<file path="src/rtl/regfile_we_scoreboard.sv">
// regfile_we_scoreboard: pending-write scoreboard with hazard stall and registered one-hot write enable
module regfile_we_scoreboard #(
    parameter int AW         = 5,
    parameter int ZERO_REG   = 1,
    parameter int ACTIVE_LOW = 1
) (
    input  logic              clk,
    input  logic              rst,
    input  logic              issue_valid,
    input  logic [AW-1:0]     issue_addr,
    output logic              issue_ready,
    input  logic              wb_valid,
    input  logic [AW-1:0]     wb_addr,
    input  logic [AW-1:0]     rs_addr,
    input  logic [AW-1:0]     rt_addr,
    output logic              stall,
    output logic [2**AW-1:0]  we_out,
    output logic [2**AW-1:0]  busy,
    output logic [AW:0]       busy_cnt
);
    localparam int N = 2**AW;
    localparam bit ZR = ZERO_REG != 0;
    localparam logic [N-1:0] WE_IDLE = (ACTIVE_LOW != 0) ? {N{1'b1}} : {N{1'b0}};
    logic [N-1:0] r_busy, r_we, w_clr_mask, w_set_mask;
    logic [AW:0]  r_cnt;
    logic         w_eff_clr, w_set, w_set_new, w_clr_real, w_hz_rs, w_hz_rt;
    assign w_eff_clr   = wb_valid && !(ZR && wb_addr == '0);
    assign w_clr_mask  = w_eff_clr ? N'(1) << wb_addr : '0;
    assign issue_ready = rst || !r_busy[issue_addr] || w_clr_mask[issue_addr];
    assign w_set       = issue_valid && issue_ready && !rst && !(ZR && issue_addr == '0);
    assign w_set_mask  = w_set ? N'(1) << issue_addr : '0;
    // Count only real 0->1 and 1->0 transitions; a set racing a clear on one entry nets to zero.
    assign w_set_new   = w_set && !r_busy[issue_addr];
    assign w_clr_real  = w_eff_clr && r_busy[wb_addr] && !w_set_mask[wb_addr];
    assign w_hz_rs     = r_busy[rs_addr] && !w_clr_mask[rs_addr] && !(ZR && rs_addr == '0);
    assign w_hz_rt     = r_busy[rt_addr] && !w_clr_mask[rt_addr] && !(ZR && rt_addr == '0);
    assign stall       = !rst && (w_hz_rs || w_hz_rt);
    assign we_out      = r_we;
    assign busy        = r_busy;
    assign busy_cnt    = r_cnt;
    always_ff @(posedge clk) begin
        if (rst) begin
            r_busy <= '0;
            r_cnt  <= '0;
            r_we   <= WE_IDLE;
        end else begin
            r_busy <= (r_busy & ~w_clr_mask) | w_set_mask;
            r_cnt  <= r_cnt + (AW+1)'(w_set_new) - (AW+1)'(w_clr_real);
            r_we   <= WE_IDLE ^ w_clr_mask;
        end
    end
endmodule

</file>
<file path="config.mk">
export PLATFORM = sky130hd
export DESIGN_NAME = regfile_we_scoreboard
export DESIGN_NICKNAME = d
export VERILOG_FILES = /design/src/rtl/regfile_we_scoreboard.sv
export SDC_FILE = /design/constraint.sdc
export NUM_CORES = 1
export LEC_CHECK = 0
export ABC_CLOCK_PERIOD_IN_PS = 4500
export CORE_ASPECT_RATIO = 1.4
export CORE_UTILIZATION = 50
export DETAILED_ROUTE_END_ITERATION = 8
export PLACE_DENSITY = 0.89
export SYNTH_ARGS = -nofsm -noshare
export SYNTH_HDL_FRONTEND = slang
export SYNTH_SLANG_ARGS = --single-unit
</file>
<file path="constraint.sdc">
create_clock -name clk -period 4.5 [get_ports clk]
set_clock_uncertainty 0.2 [all_clocks]
set_input_delay 0.45 -clock clk [delete_from_list [all_inputs] [get_ports clk]]
set_output_delay 0.45 -clock clk [all_outputs]
set_load 0.01 [all_outputs]
</file>
==> run_results.csv <==
group,metric,value,unit
final_layout,fill_cells,628,
detailed_routing,drt_pre_antenna_iters,5,
clock_tree,cts_sinks,70,
placement,io_buffers,95,
grt,gr-total-overflow,0,
floorplan,coreArea,8198,sq um
detailed_routing,wl_per_cell,22.28,um
floorplan,fp-row-count,39,
detailed_routing,ant_nets,0,
placement,gp_congestion,1.001,
detailed_routing,vias,4411,
worst_setup_path,arrival,4.22,ns
logic_synthesis,yosysTopAreaCell,"dfxtp_1",
power_and_ir_drop,finalPower,1.758,mW
logic_synthesis,synth_seq_cells,70,
clock_tree,cts_resized,0,
sta,grt_setup_unrepaired,"false",
clock_tree,clockBufferDepth,2,
floorplan,dieWidth,79.99,um
worst_setup_path,start_kind,"input port",
power_and_ir_drop,power.share.clock,0.417,
clock_tree,numCtsBuffers,9,
logic_synthesis,yosys.area.top_type_share,0.3291,
floorplan,start_util,0.5194,
grt,grt_max_degree,32,
logic_synthesis,yosysSeqAreaShare,0.3291,
detailed_routing,viasPerCell,6.807,
sta,worstMarginPinSlew,1.261,ns
clock_tree,htreeDepth,3,
worst_setup_path,required,4.53,ns
placement,dp_hpwl,10280,um
power_and_ir_drop,p_sw,502.4,uW
sta,slew_headroom,0.1528,
detailed_routing,drt_iter0_drc,541,
placement,place_area,5366,sq um
grt,grt_pass1_wl,22190,um
worst_setup_path,crit_fanout,5,
final_layout,drive_gt1_frac,0.1667,
final_layout,antenna_cells,0,
worst_setup_path,crit_type,"input port to flip-flop",
worst_setup_path,critPathMostFrequentCell,"nor2_1",
run,cap_violations,0,
worst_setup_path,crit_slowest_cell,"clkdlybuf4s50_1",
clock_tree,insertion_delay,0.34,ns
placement,preCtsSetupSlack,-0.01611,ns
grt,antenna_found_initial,0,
floorplan,die_height,111.2,um
power_and_ir_drop,p_leak,2.038,nW
logic_synthesis,yosysMostFrequentCell,"dfxtp_1",
logic_synthesis,synth_nets,476,
final_layout,final_cell_area,5675,sq um
detailed_routing,drc_errors,0,
power_and_ir_drop,p_per_area,309.8,nW/um^2
floorplan,io_pins,96,
detailed_routing,wirelength,14440,um
logic_synthesis,synth_cell_types,62,
grt,first_global_vias,4100,
logic_synthesis,syn_area_per_cell,9.568,sq um
min_path,hold_path_class,"flip-flop to flip-flop",
sta,hold_viol,0,
placement,dp.cells,632,
clock_tree,clkSlewWorstSetupHoldPaths,0.06,ns
logic_synthesis,synth_edf_count,0,
sta,finalCriticalPeriod,4.193,ns
clock_tree,cts_tree,"yes",
final_layout,finalNonFillerCells,648,
worst_setup_path,endpoint_kind,"flip-flop",
logic_synthesis,synth_area_leaders,"dfxtp_1 33%, mux4_2 14%, nand2_1 6.1%",
power_and_ir_drop,internal_power,1.256,mW
final_layout,area_delta_synth_final,33.29,%
sta,fin_ws,0.3072,ns
sta,setup_viol,0,
clock_tree,holdBufCountCts,0,
power_and_ir_drop,peakVddDrop,0.0002360,V
logic_synthesis,async_reset_ff_frac,0,
sta,final_max_slew_viol_count,0,
clock_tree,post-cts-setup-buffers,0,
power_and_ir_drop,seq_power_share,0.376,
grt,track_usage,0.3343,
floorplan,dieArea,8894,sq um
logic_synthesis,ys_warn_count,0,
logic_synthesis,netlist_instances,445,
power_and_ir_drop,swShare,0.2858,
logic_synthesis,netlist_area,4258,sq um
sta,finalCritPeriodShare,0.9317,
power_and_ir_drop,p_comb_frac,0.207,
final_layout,nNetsFinal,572,
logic_synthesis,netlist_top_cells_count,"70 x dfxtp_1, 69 x nand2_1, 27 x nand3_1",
outcome,status,"finished, final reports clean",
logic_synthesis,ys.flop_type,"dfxtp_1",
clock_tree,cts_root_buf,"clkbuf_16",
worst_setup_path,critical_path.max_stage_delay,0.62,ns
sta,tns,0,ns
sta,fmax,0.2385,GHz
worst_setup_path,path_cells,"clkdlybuf4s50_1 -> mux4_1 -> mux4_2 -> or3_1 -> nand3_1 -> a21oi_1 -> ha_1 -> inv_1 -> ha_1 -> fa_1 -> a21oi_1 -> nor2_1 -> nor2_1 -> xor2_1 -> nor2_1",
-- sequential cells by signal, summed over array words and instances, names as in the netlist --
name / count
busy: 32
busy_cnt: 6
we_out: 32
-- cell usage in the layout, fill, tap and decap left out, drive strengths merged, types with 3 or more instances in the layout --
cell	netlist	routed
o22ai	4	4
mux2	5	5
ha	6	6
xnor2	9	9
o311ai	3	3
a32o	6	6
a31oi	4	4
o21ai	9	9
nand4	3	3
mux4	29	29
buf	14	23
nor3b	3	3
o211ai	15	15
o41ai	12	12
a21o	4	4
clkdlybuf4s50	0	95
inv	13	14
clkbuf	19	10
nand2	70	70
or2	5	5
nor2b	10	10
nor3	6	6
mux2i	5	5
clkinvlp	0	3
nor2	26	26
xor2	3	3
nand3	27	27
a21oi	6	6
nand3b	6	6
nand2b	9	9
o31ai	17	17
dfxtp	70	70
-- power by group through the flow --
stage	sequential [mW]	combinational [mW]	clock [mW]
after global placement	0.674	0.342	0
after detailed placement	0.674	0.356	0
final	0.661	0.363	0.733
after global routing	0.663	0.393	0.760
after floorplan	0.681	0.215	0
after CTS	0.661	0.358	0.728
-- through the flow --
| step | hold slack [ns] | util |
|---|---|---|
| CTS | 0.3080 | 0.6923 |
| detailed placement | 0.2964 | 0.6546 |
| global route | 0.3279 | 0.6923 |
| global placement | 0.2974 | 0.6546 |
| floorplan | 0.3015 | - |
| finish | 0.3099 | 0.6923 |
-- worst paths after layout --
| check | start | to | slack [ns] | cells past startpoint |
|---|---|---|---|---|
| worst min register to register | busy[0]$_SDFF_PP0_ | busy[0]$_SDFF_PP0_ | 0.31 | 1 |
| worst max register to register | busy[24]$_SDFF_PP0_ | busy_cnt[4]$_SDFF_PP0_ | 0.71 | 14 |
| worst max-delay path | issue_addr[1] | busy_cnt[4]$_SDFF_PP0_ | 0.31 | 15 |
| worst min-delay path | busy[0]$_SDFF_PP0_ | busy[0]$_SDFF_PP0_ | 0.31 | 1 |
-- area by class of cell --
cell class | count | area [sq um] | share of cell area
sequential | 70 | 1401 | 0.2469
timing repair buffer | 118 | 1149 | 0.2024
clock buffer | 10 | 239.0 | 0.04211
clock inverter | 6 | 70.07 | 0.01235
multi-input combinational | 329 | 2640 | 0.4652
inverter | 13 | 48.80 | 0.008598
tap | 102 | 127.6 | 0.02249
-- metal layers --
layer / wire (um) / GRT usage / vias up
met2: 7137 / 0.5681 / 374
met1: 4888 / 0.3736 / 2068
met3: 1338 / 0.07654 / 109
met4: 1074 / 0.1940 / 0
met5: 0 / 0 / -
li1: - / - / 1860
-- worst max-delay path: cells and delay by family --
family	cells	cell delay, ns
multiplexers	2	1.14
adder cells (fa/ha/maj)	3	0.92
AND/OR/NAND/NOR	5	0.68
buffers and inverters	2	0.66
AO/OA/AOI/OAI	2	0.22
XOR/XNOR	1	0.15
-- logic make-up (layout without fill, tap and decap cells) --
group                      Yosys count  count (layout)  share of synthesized area
buffers and inverters               46             147                    0.05084
AOI/OAI and AO/OA                   98              98                     0.1966
other                                1               1                  0.0008807
and+or+nand+nor                    172             172                     0.1945
xor gates and xnor gates            12              12                    0.02469
adders and majority gates            7               7                    0.02233
muxes                               39              39                     0.1810
DFF                                 70              70                     0.3291
Note: power is estimated with default switching activity, not from simulation.
